==> src/rtl/datapath_core_pkg.sv <==
// Shared widths, opcodes and immediate field positions for the register/operand stage.
// Build option: UPPER_IMM_EN adds the upper-immediate (UI) register in the immediate generator.
package datapath_core_pkg;
    localparam int DATA_W = 16;
    localparam int ADDR_W = 3;
    localparam int NREGS  = 1 << ADDR_W;

    localparam logic [2:0] OP_3R  = 3'b000;
    localparam logic [2:0] OP_2RI = 3'b001;
    localparam logic [2:0] OP_RI  = 3'b010;
    localparam logic [2:0] OP_L   = 3'b011;
    localparam logic [2:0] OP_UJ  = 3'b100;

    // Each immediate field runs from its LSB up to the instruction MSB.
    localparam int IMM_2RI_LSB = 9;
    localparam int IMM_RI_LSB  = 7;
    localparam int IMM_L_LSB   = 8;
    localparam int IMM_UJ_LSB  = 3;
    localparam int UI_W        = DATA_W - IMM_L_LSB;
endpackage

==> src/rtl/datapath_core_if.sv <==
// Control/memory-side bus of the operand stage: register addresses, write-back sources,
// instruction word in; immediate and A/B operand latches out.
interface datapath_core_if;
    import datapath_core_pkg::*;

    logic [ADDR_W-1:0] input_reg_readA_address;
    logic [ADDR_W-1:0] input_reg_readB_address;
    logic              input_reg_write;
    logic [ADDR_W-1:0] input_reg_write_address;
    logic [DATA_W-1:0] input_imm;
    logic [DATA_W-1:0] input_ALUOut;
    logic [DATA_W-1:0] input_MDR;
    logic              memToReg;
    logic [DATA_W-1:0] output_imm;
    logic [DATA_W-1:0] output_reg_A;
    logic [DATA_W-1:0] output_reg_B;

    modport master (
        output input_reg_readA_address, input_reg_readB_address, input_reg_write,
               input_reg_write_address, input_imm, input_ALUOut, input_MDR, memToReg,
        input  output_imm, output_reg_A, output_reg_B
    );

    modport slave (
        input  input_reg_readA_address, input_reg_readB_address, input_reg_write,
               input_reg_write_address, input_imm, input_ALUOut, input_MDR, memToReg,
        output output_imm, output_reg_A, output_reg_B
    );
endinterface

==> src/rtl/datapath_core_imm_gen.sv <==
// Immediate generator: combinational opcode-driven extension of the instruction word.
// Build option UPPER_IMM_EN: an L-type latches an 8-bit UI that replaces the upper byte of the next 2RI/RI.
module datapath_core_imm_gen
    import datapath_core_pkg::*;
(
`ifdef UPPER_IMM_EN
    input  logic              CLK,
    input  logic              RST,
`endif
    input  logic [DATA_W-1:0] i_imm,
    output logic [DATA_W-1:0] o_imm
);
    logic [2:0]        w_op;
    logic [DATA_W-1:0] w_ext;

    assign w_op = i_imm[2:0];

    always_comb begin
        w_ext = '0;
        case (w_op)
            OP_2RI:  w_ext = {{IMM_2RI_LSB{i_imm[DATA_W-1]}}, i_imm[DATA_W-1:IMM_2RI_LSB]};
            OP_RI:   w_ext = {{IMM_RI_LSB{i_imm[DATA_W-1]}},  i_imm[DATA_W-1:IMM_RI_LSB]};
            OP_L:    w_ext = {i_imm[DATA_W-1:IMM_L_LSB], {IMM_L_LSB{1'b0}}};
            OP_UJ:   w_ext = {{IMM_UJ_LSB{i_imm[DATA_W-1]}},  i_imm[DATA_W-1:IMM_UJ_LSB]};
            default: w_ext = '0;
        endcase
    end

`ifdef UPPER_IMM_EN
    logic            w_is_i;
    logic [UI_W-1:0] r_ui;
    logic            r_ui_vld;

    assign w_is_i = (w_op == OP_2RI) || (w_op == OP_RI);

    // The UI is consumed by exactly one 2RI/RI instruction, then the flag drops.
    always_ff @(posedge CLK or posedge RST) begin
        if (RST) begin
            r_ui     <= '0;
            r_ui_vld <= 1'b0;
        end else if (w_op == OP_L) begin
            r_ui     <= i_imm[DATA_W-1:IMM_L_LSB];
            r_ui_vld <= 1'b1;
        end else if (w_is_i) begin
            r_ui_vld <= 1'b0;
        end
    end

    assign o_imm = (r_ui_vld && w_is_i) ? {r_ui, w_ext[DATA_W-UI_W-1:0]} : w_ext;
`else
    assign o_imm = w_ext;
`endif
endmodule

==> src/rtl/datapath_core.sv <==
// Register file (8x16, r0 writable), write-back mux (MDR/ALUOut), A/B operand latches, immediate gen.
// A/B latency one cycle; same-edge write is seen by reads one cycle later. Build option: UPPER_IMM_EN.
module datapath_core
    import datapath_core_pkg::*;
(
    input  logic            CLK,
    input  logic            RST,
    datapath_core_if.slave  bus
);
    logic [DATA_W-1:0] r_regs [NREGS];
    logic [DATA_W-1:0] r_a;
    logic [DATA_W-1:0] r_b;
    logic [DATA_W-1:0] w_wb_dat;

    assign w_wb_dat = bus.memToReg ? bus.input_MDR : bus.input_ALUOut;

    // A/B sample the array before this edge's write lands, giving read-before-write.
    always_ff @(posedge CLK or posedge RST) begin
        if (RST) begin
            for (int i = 0; i < NREGS; i++) begin
                r_regs[i] <= '0;
            end
            r_a <= '0;
            r_b <= '0;
        end else begin
            if (bus.input_reg_write) begin
                r_regs[bus.input_reg_write_address] <= w_wb_dat;
            end
            r_a <= r_regs[bus.input_reg_readA_address];
            r_b <= r_regs[bus.input_reg_readB_address];
        end
    end

    assign bus.output_reg_A = r_a;
    assign bus.output_reg_B = r_b;

    datapath_core_imm_gen u_imm_gen (
`ifdef UPPER_IMM_EN
        .CLK   (CLK),
        .RST   (RST),
`endif
        .i_imm (bus.input_imm),
        .o_imm (bus.output_imm)
    );
endmodule

==> src/flat_wrapper.sv <==
// flat-port wrapper written by rule: the top's interface ports become plain ports
module datapath_core_flat import datapath_core_pkg::*;
  (CLK, RST, bus_input_reg_readA_address, bus_input_reg_readB_address, bus_input_reg_write, bus_input_reg_write_address, bus_input_imm, bus_input_ALUOut, bus_input_MDR, bus_memToReg, bus_output_imm, bus_output_reg_A, bus_output_reg_B);
  datapath_core_if bus_i ();
  input  logic CLK;
  input  logic RST;
  input wire logic [$bits(bus_i.input_reg_readA_address)-1:0] bus_input_reg_readA_address;
  input wire logic [$bits(bus_i.input_reg_readB_address)-1:0] bus_input_reg_readB_address;
  input wire logic [$bits(bus_i.input_reg_write)-1:0] bus_input_reg_write;
  input wire logic [$bits(bus_i.input_reg_write_address)-1:0] bus_input_reg_write_address;
  input wire logic [$bits(bus_i.input_imm)-1:0] bus_input_imm;
  input wire logic [$bits(bus_i.input_ALUOut)-1:0] bus_input_ALUOut;
  input wire logic [$bits(bus_i.input_MDR)-1:0] bus_input_MDR;
  input wire logic [$bits(bus_i.memToReg)-1:0] bus_memToReg;
  output wire logic [$bits(bus_i.output_imm)-1:0] bus_output_imm;
  output wire logic [$bits(bus_i.output_reg_A)-1:0] bus_output_reg_A;
  output wire logic [$bits(bus_i.output_reg_B)-1:0] bus_output_reg_B;
  assign bus_i.input_reg_readA_address = bus_input_reg_readA_address;
  assign bus_i.input_reg_readB_address = bus_input_reg_readB_address;
  assign bus_i.input_reg_write = bus_input_reg_write;
  assign bus_i.input_reg_write_address = bus_input_reg_write_address;
  assign bus_i.input_imm = bus_input_imm;
  assign bus_i.input_ALUOut = bus_input_ALUOut;
  assign bus_i.input_MDR = bus_input_MDR;
  assign bus_i.memToReg = bus_memToReg;
  assign bus_output_imm = bus_i.output_imm;
  assign bus_output_reg_A = bus_i.output_reg_A;
  assign bus_output_reg_B = bus_i.output_reg_B;
  datapath_core u_core (.CLK(CLK), .RST(RST), .bus(bus_i));
endmodule
==> config.mk <==
export PLATFORM = sky130hd
export DESIGN_NAME = datapath_core_flat
export DESIGN_NICKNAME = d
export VERILOG_FILES = /design/src/rtl/datapath_core_pkg.sv /design/src/rtl/datapath_core_if.sv /design/src/rtl/datapath_core_imm_gen.sv /design/src/rtl/datapath_core.sv /design/src/flat_wrapper.sv
export SDC_FILE = /design/constraint.sdc
export NUM_CORES = 1
export LEC_CHECK = 0
export CELL_PAD_IN_SITES_DETAIL_PLACEMENT = 1
export CELL_PAD_IN_SITES_GLOBAL_PLACEMENT = 1
export CORE_MARGIN = 4
export CORE_UTILIZATION = 47
export DETAILED_ROUTE_END_ITERATION = 6
export GPL_TIMING_DRIVEN = 0
export MAX_ROUTING_LAYER = met4
export PLACE_DENSITY = 0.86
export SLEW_MARGIN = 20
export SYNTH_ARGS = -nofsm -noshare
export SYNTH_HDL_FRONTEND = slang
export SYNTH_HIERARCHICAL = 1
export SYNTH_SLANG_ARGS = --single-unit
==> constraint.sdc <==
create_clock -name CLK -period 14.4 [get_ports CLK]
set_clock_uncertainty 0.05 [all_clocks]
set_input_delay 4.32 -clock CLK [delete_from_list [all_inputs] [get_ports CLK]]
set_output_delay 4.32 -clock CLK [all_outputs]
set_load 0.05 [all_outputs]
# Word-level counts from Yosys, hierarchy flattened
# Cells that the tools add are included.
dict set report totals {
  register_bits 160
  latchBits 0
  ramBits 0
  romBits 0
  in_bits 61
  output_inout_bits 48
  word_cells 33
  memories 0
}
dict set report op_classes {
  add_sub_neg 0
  n_mul 0
  n_div 0
  n_lt_le_gt_ge 4
  n_eq_ne 4
  shifts 0
  mux 11
  n_bitwise 3
  reduce_logical 1
}
# op n
set op_table {}
lappend op_table {{$bwmux 128} 1}
lappend op_table {{$bmux 16 s3} 2}
lappend op_table {{$mux 16} 6}
lappend op_table {{$pmux 16 s4} 1}
lappend op_table {{$demux 16 s3} 1}
lappend op_table {{$ge 4x4->1 const B} 3}
lappend op_table {{$not 3->4} 3}
lappend op_table {{$eq 3x2->1 const B} 2}
lappend op_table {{$lt 4x1->1 const B} 1}
lappend op_table {{$eq 3x1->1 const B} 1}
lappend op_table {{$eq 3x3->1 const B} 1}
lappend op_table {{$logic_and 1x1->1} 1}

# Depth between registers and ports, before layout
dict set report depth {
  word_depth 6
  ltp_mapped 5
}

# Cells and area by module
# Netlist, hierarchy kept.
# mod n_inst cells_per_inst area_per_inst_um2 seq_area_each_um2
set modules_own_cells {}
lappend modules_own_cells {datapath_core 1 446 8051.5 4003.8}
lappend modules_own_cells {datapath_core_imm_gen 1 58 518.0 0.0}

# Worst setup path after synthesis
# OpenSTA, ideal clock, no wires.
dict set report synth_timing {
  kind {input to output}
  from {in bus_input_imm[1]}
  to {out bus_output_imm[6]}
  arrival_time_ns 5.617
  slack_ns 4.413
  cell_stages 4
  path_cell_list {buf_6 > buf_4 > or2_1 > o211ai_1}
}
dict set report synth_via {
  elab_chain_len 2
}
# item line_no
set synth_lines {}
lappend synth_lines {{from (decl)} flat_wrapper.sv:11} ;# input wire logic [$bits(bus_i.input_imm)-1:0] bus_input_imm;
lappend synth_lines {{$eq 3x3->1, or another cell as far along} datapath_core_imm_gen.sv:20} ;# case (w_op)
lappend synth_lines {{$pmux 16 s4 (*)} datapath_core_imm_gen.sv:20}
lappend synth_lines {{to (decl)} flat_wrapper.sv:15} ;# output wire logic [$bits(bus_i.output_imm)-1:0] bus_output_imm;
# Mark *: on every way between the ends. The rest lies on a longest branch, timed or not.

# Final worst setup path
dict set report layout_timing {
  from {in bus_input_imm[2]}
  to {out bus_output_imm[0]}
}
# The elaborated chain is that of the path after synthesis.

==> results by group <==
Worst setup path
  • Reg2reg start: u_core/r_regs[19]$_DFFE_PP0P_
  • Crit path DAT: 6.56 ns
  • Slowest cell on crit path: clkdlybuf4s50_1
  • FF-to-FF End: u_core/bus.output_reg_B[3]$_DFF_PP0_
  • Crit-path cells: clkdlybuf4s50_1, clkbuf_1, nor4bb_1, a211o_1, clkdlybuf4s50_1
  • FF-to-FF path depth: 2
  • CP Data Required Time: 10.03 ns
  • Buffers plus inverters on the worst setup path: 3
  • Crit end category: output pin
  • CP Max Fanout: 10
  • Critical Path Start Type: input port
  • Worst Path Class, Setup: in2out
  • Crit path top cell by count: clkdlybuf4s50_1
  • Max stage delay on crit path: approximately 0.80 ns
  • Crit path max-delay family: buffers and inverters
  • Reg2reg setup slack: approximately 13 ns

Drt
  • Via count: ~5300
  • Max layer used: met4
  • Post-Route WL: ~23000 um
  • Avg WL per Cell: 27.0 um
  • Wire length on met3: between 1000 and 1500 um
  • Drt initial violations: ~320
  • Final ANT Viol Nets: 0
  • Vias per cell: just over 6
  • Met1 Wirelength: around 9500 um
  • DRC: 0
  • Met2 WL: about 12000 um
  • Detailed Routing Iterations Pass 1: 4

Clocking
  • Hold_buf cts: 0
  • Setup Fix Bufs, Post-CTS: 0
  • Clk_lat worst skew: between 0.4 and 0.5 ns
  • Longest Clk Path Bufs: 2
  • Num CTS Buffers: 17
  • Clock transition at path regs: 0.06 ns
  • CTS sink cnt: 160
  • Resized Gates After CTS: 0
  • H-tree depth: 4
  • CTS tree: built
  • Root buf cell: clkbuf_16

Synthesis
  • Post-Synthesis Cells: a little over 500
  • Top cells by area, synth: dfrtp_1 47%, mux2_2 20%, mux4_1 18%
  • Netlist cell types: 34
  • Share of the synthesized area in the top cell type: between 40 and 50%
  • Synth Flop Type: dfrtp_1
  • Synth Register Bits: 160
  • Register area share after synthesis: 46.7%
  • Post-synth net total: approximately 570
  • Synthesized area: between 0.008 and 0.009 mm2
  • EDFF count, synth: 0
  • Cell taking the most area after synthesis: dfrtp_1
  • Asr flop ratio synth: 100%
  • Avg Cell Area, Syn: ~17 um2
  • Yosys Warn Count: 6

Timing
  • Part of the cycle the worst path needs: around 76%
  • Min cycle time layout: ~11 ns
  • Final-report max-slew violation count: 0
  • Final hold slack: 0.454 ns
  • Worst-Margin Slew: between 0.8 and 0.9 ns
  • Unrepaired setup endpoints after global routing: no
  • Relative slew slack: between 40% and 50%
  • Final hold vios: 0
  • Final TNS setup: 0 ns
  • Achievable frequency: 91.5 MHz
  • Final setup vio count: 0

GRT
  • Global-route wire length before repair: about 35000 um
  • Number of global-route vias before repair: about 5900
  • Largest net degree at the start of global routing: 88
  • Global Route Usage Sum: 24.0%
  • Grt total ovfl: 0
  • Antenna violations before repair: 0

Final layout
  • Share of cells above drive strength 1: 37.0%
  • Nets@finish: 684
  • Register area: ~0.004 mm2
  • Core Util, Final: 58.2%
  • Fill cell count: roughly 1600
  • Diodes inserted: 0
  • Multi-input logic area: about 0.0042 mm2
  • Area delta synth->final: 21.9%

Floorplanning
  • Ports: 109
  • Total die area: roughly 0.020 mm2
  • Core ar.: 0.0180 mm2
  • Die Wd: 143 um
  • Starting Density: 47.7%
  • FP Rows: ~50
  • Die Ht: between 100 and 150 um

Power
  • Pwr dens: ~150 mW/mm2
  • Pwr Total: 0.00156 W
  • VDD IR max: 0.0000942 V
  • Lkg Pwr: between 4 and 5 nW

Run status
  • Run status: finished clean

Place
  • # port buffers: 99
  • RePlAce Congestion: around 0.83
  • HPWL after detailed placement: 15600 um

Hold path
  • Min-delay src: u_core/r_regs[89]$_DFFE_PP0P_
  • Min-Delay Endpoint: u_core/r_regs[89]$_DFFE_PP0P_
  • Hold crit path type: reg2reg
  • Hold Crit Depth: 1

Job
  • Max Cap Viol: 0
[synthesized netlist by cell type (3+ instances only)]
cell type	n
a221o_1	9
mux4_1	58
mux2_2	154
nand4bb_1	5
and4b_1	3
mux2_1	25
mux4_2	6
buf_4	4
buf_2	18
nor4bb_1	9
dfrtp_1	160
mux2i_1	3
o211ai_1	5
and2_1	5
buf_6	14
[final cells by class]
type                    count  area share [%]
clock inverters             6           0.802
multi-input cells         298            40.1
clock buffers              22            4.63
well taps                 229            2.74
inverters                   1           0.108
repair buffers            100            9.75
plain buffers              45            3.52
flip-flops and latches    160            38.3
[where the power goes]
group / switching [W] / leakage (nW) / internal [W] / total, W
registers: 0.0000755 / 1.92 / 0.000566 / 0.000641
clock network: 0.000174 / 0.284 / 0.000269 / 0.000443
logic: 0.000236 / 2.22 / 0.000238 / 0.000475
total: 0.000486 / 4.42 / 0.00107 / 0.00156
[metrics by stage]
step                instance area [um2]  std cells  worst slack, ns
finish                            10500        861             3.47
global route                      10500        861             3.41
CTS                               10500        861             3.48
detailed placement                 9880        833             3.50
global placement                   9850        832             3.61
floorplan                          8570        504             4.41
[registers in the layout, indices dropped and copies added, names as in the netlist]
register and count:
u_core/bus.output_reg_A 16, u_core/bus.output_reg_B 16, u_core/r_regs 128
[metal layers]
| layer | global-route usage, % | vias to the layer above |
|---|---|---|
| met4 | 7.30 | 0 |
| met1 | 29.6 | 2841 |
| met3 | 3.42 | 19 |
| met5 | - | - |
| met2 | 41.4 | 141 |
| li1 | - | 2259 |
[kinds of logic (layout without fill, tap and decap cells)]
| group | Yosys count | in the layout | synth area share (%) |
|---|---|---|---|
| and+or+nand+nor | 34 | 34 | 3.74 |
| muxes | 247 | 247 | 43.4 |
| buffers and inverters | 46 | 174 | 4.34 |
| DFF | 160 | 160 | 46.7 |
| AOI/OAI and AO/OA | 17 | 17 | 1.80 |
[worst max path at each step]
stage	startpoint	end	cells past startpoint
2_1_floorplan	bus_input_imm[1]	bus_output_imm[6]	4
3_3_place_gp	bus_input_imm[2]	bus_output_imm[0]	5
3_5_place_dp	bus_input_imm[2]	bus_output_imm[0]	5
4_1_cts	bus_input_imm[2]	bus_output_imm[0]	5
5_1_grt	bus_input_imm[2]	bus_output_imm[0]	5
6_report	bus_input_imm[2]	bus_output_imm[0]	5
[cell usage in the layout (no fill, tap or decap), types with 6 or more instances in the layout]
| master | Yosys | routed |
|---|---|---|
| clkbuf_16 | 0 | 17 |
| mux2_1 | 25 | 25 |
| a221o_1 | 9 | 9 |
| buf_2 | 18 | 18 |
| mux2_2 | 154 | 154 |
| mux4_2 | 6 | 6 |
| buf_6 | 14 | 14 |
| mux4_1 | 58 | 58 |
| nor4bb_1 | 9 | 9 |
| clkdlybuf4s50_1 | 0 | 99 |
| dfrtp_1 | 160 | 160 |
(Power assumes the default switching activity.)
